===== config.mk =====
export PLATFORM = sky130hd
export DESIGN_NAME = fetch_stage
export DESIGN_NICKNAME = d
export VERILOG_FILES = /design/src/rtl/mips_defs.sv /design/src/rtl/npc_calc.sv /design/src/rtl/fetch_stage.sv
export SDC_FILE = /design/constraint.sdc
export NUM_CORES = 1
export LEC_CHECK = 0
export CORE_ASPECT_RATIO = 1.25
export CORE_MARGIN = 1
export CORE_UTILIZATION = 48
export DETAILED_ROUTE_END_ITERATION = 7
export PLACE_DENSITY = 0.92
export SYNTH_ARGS = -nofsm -noshare
export SYNTH_HDL_FRONTEND = slang
export SYNTH_SLANG_ARGS = --single-unit

===== constraint.sdc =====
create_clock -name clk -period 2.9 [get_ports clk]
set_input_delay 0.725 -clock clk [delete_from_list [all_inputs] [get_ports clk]]
set_output_delay 0.725 -clock clk [all_outputs]
set_load 0.01 [all_outputs]

===== src/rtl/mips_defs.sv =====
// Shared definitions for the MIPS core: next-PC select codes and reset constants.
// The decoder drives npc_op with these same codes.
package mips_defs;

    typedef enum logic [1:0] {
        NPC_SEQ  = 2'b00,
        NPC_BR   = 2'b01,
        NPC_JIMM = 2'b10,
        NPC_JREG = 2'b11
    } npc_op_e;

    localparam logic [31:0] RESET_PC = 32'h0000_3000;
    localparam logic [31:0] NOP_WORD = 32'h0000_0000;

    function automatic logic [31:0] sign_ext16(input logic [15:0] v);
        return {{16{v[15]}}, v};
    endfunction

endpackage


===== src/rtl/npc_calc.sv =====
// Combinational next-PC selection for the fetch stage.
// Branch and jump targets are formed from the instruction currently in D.
module npc_calc
    import mips_defs::*;
(
    input  logic [1:0]  npc_op,
    input  logic        br_taken,
    input  logic [31:0] f_pc,
    input  logic [31:0] d_pc,
    input  logic [15:0] d_imm16,
    input  logic [25:0] d_imm26,
    input  logic [31:0] d_rs_val,
    output logic [31:0] npc
);

    logic [31:0] seq_pc;
    logic [31:0] br_target;

    assign seq_pc    = f_pc + 32'd4;
    assign br_target = d_pc + 32'd4 + (sign_ext16(d_imm16) << 2);

    always_comb begin
        // NOTE: default assigned first so every path drives npc and no latch is inferred.
        npc = seq_pc;
        case (npc_op_e'(npc_op))
            NPC_SEQ:  npc = seq_pc;
            NPC_BR:   npc = br_taken ? br_target : seq_pc;
            NPC_JIMM: npc = {d_pc[31:28], d_imm26, 2'b00};
            NPC_JREG: npc = d_rs_val;
            default:  npc = seq_pc;
        endcase
    end

endmodule


===== src/rtl/fetch_stage.sv =====
// Instruction-fetch stage: PC register, next-PC selection and the F/D pipeline register.
// One branch delay slot, so redirects never squash the word already fetched.
module fetch_stage
    import mips_defs::*;
#(
    parameter logic [31:0] RESET_PC_P = RESET_PC,
    parameter logic [31:0] NOP_WORD_P = NOP_WORD
) (
    input  logic        clk,
    input  logic        reset,
    output logic [31:0] F_PC,
    input  logic [31:0] F_Instr,
    input  logic        stall,
    input  logic        fd_clr,
    input  logic [1:0]  npc_op,
    input  logic        br_taken,
    input  logic [15:0] D_Imm16,
    input  logic [25:0] D_Imm26,
    input  logic [31:0] D_rs_val,
    output logic [31:0] D_Instr,
    output logic [31:0] D_PC,
    output logic        D_valid
);

    logic [31:0] npc;

    npc_calc u_npc_calc (
        .npc_op   (npc_op),
        .br_taken (br_taken),
        .f_pc     (F_PC),
        .d_pc     (D_PC),
        .d_imm16  (D_Imm16),
        .d_imm26  (D_Imm26),
        .d_rs_val (D_rs_val),
        .npc      (npc)
    );

    // A stall freezes everything, including a pending redirect whose operands may be stale.
    always_ff @(posedge clk or negedge reset) begin
        if (!reset) begin
            F_PC    <= RESET_PC_P;
            D_Instr <= NOP_WORD_P;
            D_PC    <= RESET_PC_P;
            D_valid <= 1'b0;
        end else if (!stall) begin
            // NOTE: non-blocking so D_PC captures the pre-edge F_PC while F_PC advances.
            F_PC    <= npc;
            D_PC    <= F_PC;
            D_Instr <= fd_clr ? NOP_WORD_P : F_Instr;
            D_valid <= !fd_clr;
        end
    end

endmodule


* Word-level counts from Yosys, hierarchy flattened *
Cells that the tools add are included.

storage, ports and cells
  input bits = 113
  output and inout port bits = 97
  logic and storage cells = 15
  flip-flop bits (word level) = 97

operators by class
  add/subtract/negate cells = 3
  reduce and logical (&&, ||, !) cells = 2
  equal/unequal tests = 3
  mux-type cells = 3

operators by type and width
  kind                                                                   number
  32-bit one-hot mux with 4 select lines                                 1
  32-bit by 3-bit adder with 32-bit output, second input constant        2
  32-bit 2-to-1 mux                                                      2
  32-bit adder                                                           1
  2-bit equality test, second input constant                             2
  2-bit by 1-bit equality test with 1-bit output, second input constant  1
  2-bit logical NOT                                                      1
  1-bit logical NOT                                                      1

* Depth between registers and ports, before layout *
  word-level depth = 4
  mapped depth = 14
  depth with buffers taken out = 14

* Cells and area by module *
Synthesis repeated with hierarchy kept, for this count alone.

second synthesis, totals
  cell total of the unflattened synthesis = 785
  area total of the unflattened synthesis = 7292.0 µm²

by module, submodules not included
  module       sequential area each (µm²)  area an instance (µm²)  cells an instance  instances
  fetch_stage  2432.3                      3753.6                  274                1
  npc_calc     0.0                         3538.4                  511                1

* Worst setup path after synthesis *
Ideal clock, no wire load.

  path type = input port to flip-flop
  from = input port D_Imm16[1]
  to = register F_PC[31]
  setup time = 120 ps
  stages = 11
  slack = -146 ps
  required time = 2780 ps
  arrival = 2926 ps
  path buffers = 0
  path through = ha_1 -> ha_1 -> inv_1 -> fa_1 -> nand2b_1 -> a21oi_1 -> o21ai_0 -> a211oi_1 -> o21bai_1 -> a311o_1 -> a31o_2

on the way
  word-level cells in the longest chain between the ends = 3

RTL lines
  what                                    line               source
  start, declared                         fetch_stage.sv:17  input logic [15:0] D_Imm16,
  32-bit adder                            npc_calc.sv:20     assign br_target = d_pc + 32'd4 + (sign_ext16(d_imm16) << 2);
  32-bit 2-to-1 mux                       npc_calc.sv:27     NPC_BR: npc = br_taken ? br_target : seq_pc;
  32-bit one-hot mux with 4 select lines  npc_calc.sv:25     case (npc_op_e'(npc_op))
  end signal, assigned                    fetch_stage.sv:47  F_PC <= npc;
  end, declared                           fetch_stage.sv:11  output logic [31:0] F_PC,

No other way between the ends.
A chain may end at the register's enable or synchronous reset.

* Worst setup path in the final report *
  from = input port D_Imm16[0]
  to = register F_PC[11]

The elaborated chain is that of the path after synthesis.

==> flow_metrics.env <==
export IMPL_io_buffers=209
export IMPL_violations="negative setup slack"
export IMPL_max_vdd_ir_drop_mv=0.5305
export IMPL_min_period_ns=2.976
export IMPL_critical_path_required_ns=3.14
export IMPL_gp_congestion=0.9362
export IMPL_antenna_found_initial=0
export IMPL_p_leak_uw=0.004500
export IMPL_syn_inst=767
export IMPL_fin_crit_sh_pct=102.6
export IMPL_row_count=48
export IMPL_drc=0
export IMPL_synth_seq_cells=97
export IMPL_async_flop_share_pct=100.0
export IMPL_synth_seq_area_share_pct=35.29
export IMPL_syn_nets=939
export IMPL_track_usage_pct=34.00
export IMPL_chipHeight_um=136.0
export IMPL_clock_fmax_ghz=0.3360
export IMPL_relSlewSlack_pct=61.04
export IMPL_synthAdderAreaFrac_pct=10.82
export IMPL_worst_setup_path_type="input port to register"
export IMPL_synth_distinct_cells=59
export IMPL_tightest_slew_ns=0.5844
export IMPL_cp_max_fo=3
export IMPL_rrSetupSlack_ns=-0.06
export IMPL_crit_arrival_ns=3.21
export IMPL_vias=7573
export IMPL_clock_latency_ns=0.38
export IMPL_synth_top_family_by_area="compound AO/OA/AOI/OAI gates"
export IMPL_routedWlPerCell_um=21.04
export IMPL_first_global_vias=7673
export IMPL_synth_flop_cell="dfrtp_1"
export IMPL_avgSynthCellArea_um2=8.985
export IMPL_hold_viol=0
export IMPL_fin_setup_tns_ns=-0.1439
export IMPL_hold_worst_slack_ns=0.3286
export IMPL_r2r_cells=10
export IMPL_synth_enable_flop_cells=0
export IMPL_layout_commonest_cell="clkdlybuf4s50_1"
export IMPL_grt_max_degree=79
export IMPL_area_growth_pct=54.07
export IMPL_clock_path_buffers=2
export IMPL_core_area_um2=13930
export IMPL_hpwlAfterDp_mm=16.80
export IMPL_dp_worst_setup_slack_ns=-0.7635
export IMPL_cts_tree="yes"
export IMPL_final_cell_mix="clkdlybuf4s50_1, buf_4, dfrtp_1, o21ai_0, nand2_1"
export IMPL_cts_max_level=3
export IMPL_wl_mm=25.75
export IMPL_synth_mux_area_share_pct=9.985
export IMPL_dr_first_iter_drc_count=688
export IMPL_cts_inserted_buffers=9
export IMPL_slew_viol_final=0
export IMPL_die_w_um=109.2
export IMPL_start_util_pct=49.46
export IMPL_synth_simple_area_share_pct=16.56
export IMPL_hp_class="input port to asynchronous set/reset pin"
export IMPL_cts_clk_slew_worst_paths_ns=0.08
export IMPL_worst_setup_path_end_kind="register"
export IMPL_synth_area_um2=6892
export IMPL_synthXorXnorAreaFrac_pct=4.194
export IMPL_worstReg2RegEnd="F_PC[30]"
export IMPL_finClkSkew_ns=0.01475
export IMPL_firstDrtPassIters=5
export IMPL_final_nets=1216
export IMPL_fin_ws_ns=-0.07636
export IMPL_max_cap_violations=0
export IMPL_grt_pass1_wl_mm=38.46
export IMPL_ios=210
export IMPL_n_fill_cell=898
export IMPL_diodes=0
export IMPL_grt_ovfl_total=0
export IMPL_cts_hold_buf=0
export IMPL_ant_nets=0
export IMPL_worstSetupStartpointType="input port"
export IMPL_drive_above_1_share_pct=23.45
export IMPL_cts_root_buf="clkbuf_16"
export IMPL_status="finished, violations left"
export IMPL_synth_compound_area_share_pct=20.06
export IMPL_power_density_nw_per_um2=642.9
export IMPL_yosys_warnings=0
export IMPL_die_area_um2=14840
export IMPL_clkSinkCount=97
export IMPL_rsz0062_at_grt="true"
export IMPL_vias_per_cell=6.187
export IMPL_setup_viol=2
export IMPL_worstReg2RegStart="D_PC[5]"
[cell type report]
cell class	instances	area (µm²)	share of cell area, %
Clock buffer	11	242.7	2.286
Tap cell	175	219.0	2.062
Multi-Input combinational cell	614	4821	45.40
Inverter	14	52.55	0.4949
Sequential cell	97	2432	22.91
Clock inverter	5	40.04	0.3771
Timing Repair Buffer	308	2810	26.47
[kinds of logic after synthesis]
kind of cell,Yosys count
simple gates,232
compound gates,228
flops,97
mux,62
fa+ha+maj,59
buf+inv,56
xor+xnor,33
[metal layers]
metal | vias to the layer above | part of all wire (%) | global-route usage (%)
met5 | - | 0 | 0
met4 | 0 | 7.2 | 20.96
met3 | 182 | 9.4 | 8.917
met2 | 533 | 48 | 57.62
met1 | 3511 | 35 | 37.60
li1 | 3347 | - | -
[flip-flops by register name, indices dropped and copies added (netlist names)]
register / count
D_PC: 32
D_Instr: 32
F_PC: 32
D_valid: 1
[what timing repair did]
item	4_1_cts	5_1_grt
setup endpoints to repair	19	12
pin swaps	38	22
gates resized for setup	71	33
setup buffers	4	4
[worst max-delay path by stage]
stage	startpoint	endpoint
CTS	D_Imm16[14]	F_PC[30]
detailed placement	D_Imm16[15]	F_PC[24]
finish	D_Imm16[0]	F_PC[11]
global route	D_Imm16[3]	F_PC[30]
floorplan	D_Imm16[1]	F_PC[31]
global placement	D_Imm16[15]	F_PC[24]
[through the flow]
stage	power (µW)	instance area [µm²]	utilization (%)	instances
3_5_place_dp	4969	9781	70.20	1200
3_3_place_gp	4856	9781	70.20	1200
4_1_cts	6453	10500	75.33	1220
6_report	6826	10620	76.20	1224
5_1_grt	7147	10620	76.20	1224
2_1_floorplan	3434	6937	-	767
[Yosys cell counts, drive strengths merged, types with 7 or more instances]
cell    number  share of area [%]
a21o        12                1.3
a21oi       52                3.8
a221oi       9                1.1
a22o         7               0.89
a31oi        9               0.82
and3        10               0.91
buf          9               0.53
clkbuf      33                1.8
dfrtp       93                 34
ha          58                 11
inv         14               0.76
mux2        54                8.8
mux2i        8                1.2
nand2       79                4.3
nand2b      40                3.6
nand3       15                1.1
nand4        7               0.64
nor2        47                2.6
nor3         9               0.65
o21ai       95                6.9
xnor2       19                2.4
xor2        14                1.8
[where the power goes]
group | switching [µW] | total, µW | internal (µW)
registers | 298 | 1890 | 1590
logic | 1770 | 3740 | 1970
clock network | 585 | 1200 | 612
[worst max-delay path: stages]
cell,delay [ns]
dlygate4sd2_1,0.19
inv_1,0.04
ha_2,0.16
inv_2,0.06
ha_4,0.13
inv_2,0.04
fa_2,0.34
nand2b_4,0.17
a21oi_4,0.17
nor2_1,0.09
o21ai_1,0.24
xor2_1,0.20
a221oi_1,0.50
o21ai_0,0.15
(Power assumes the default switching activity.)
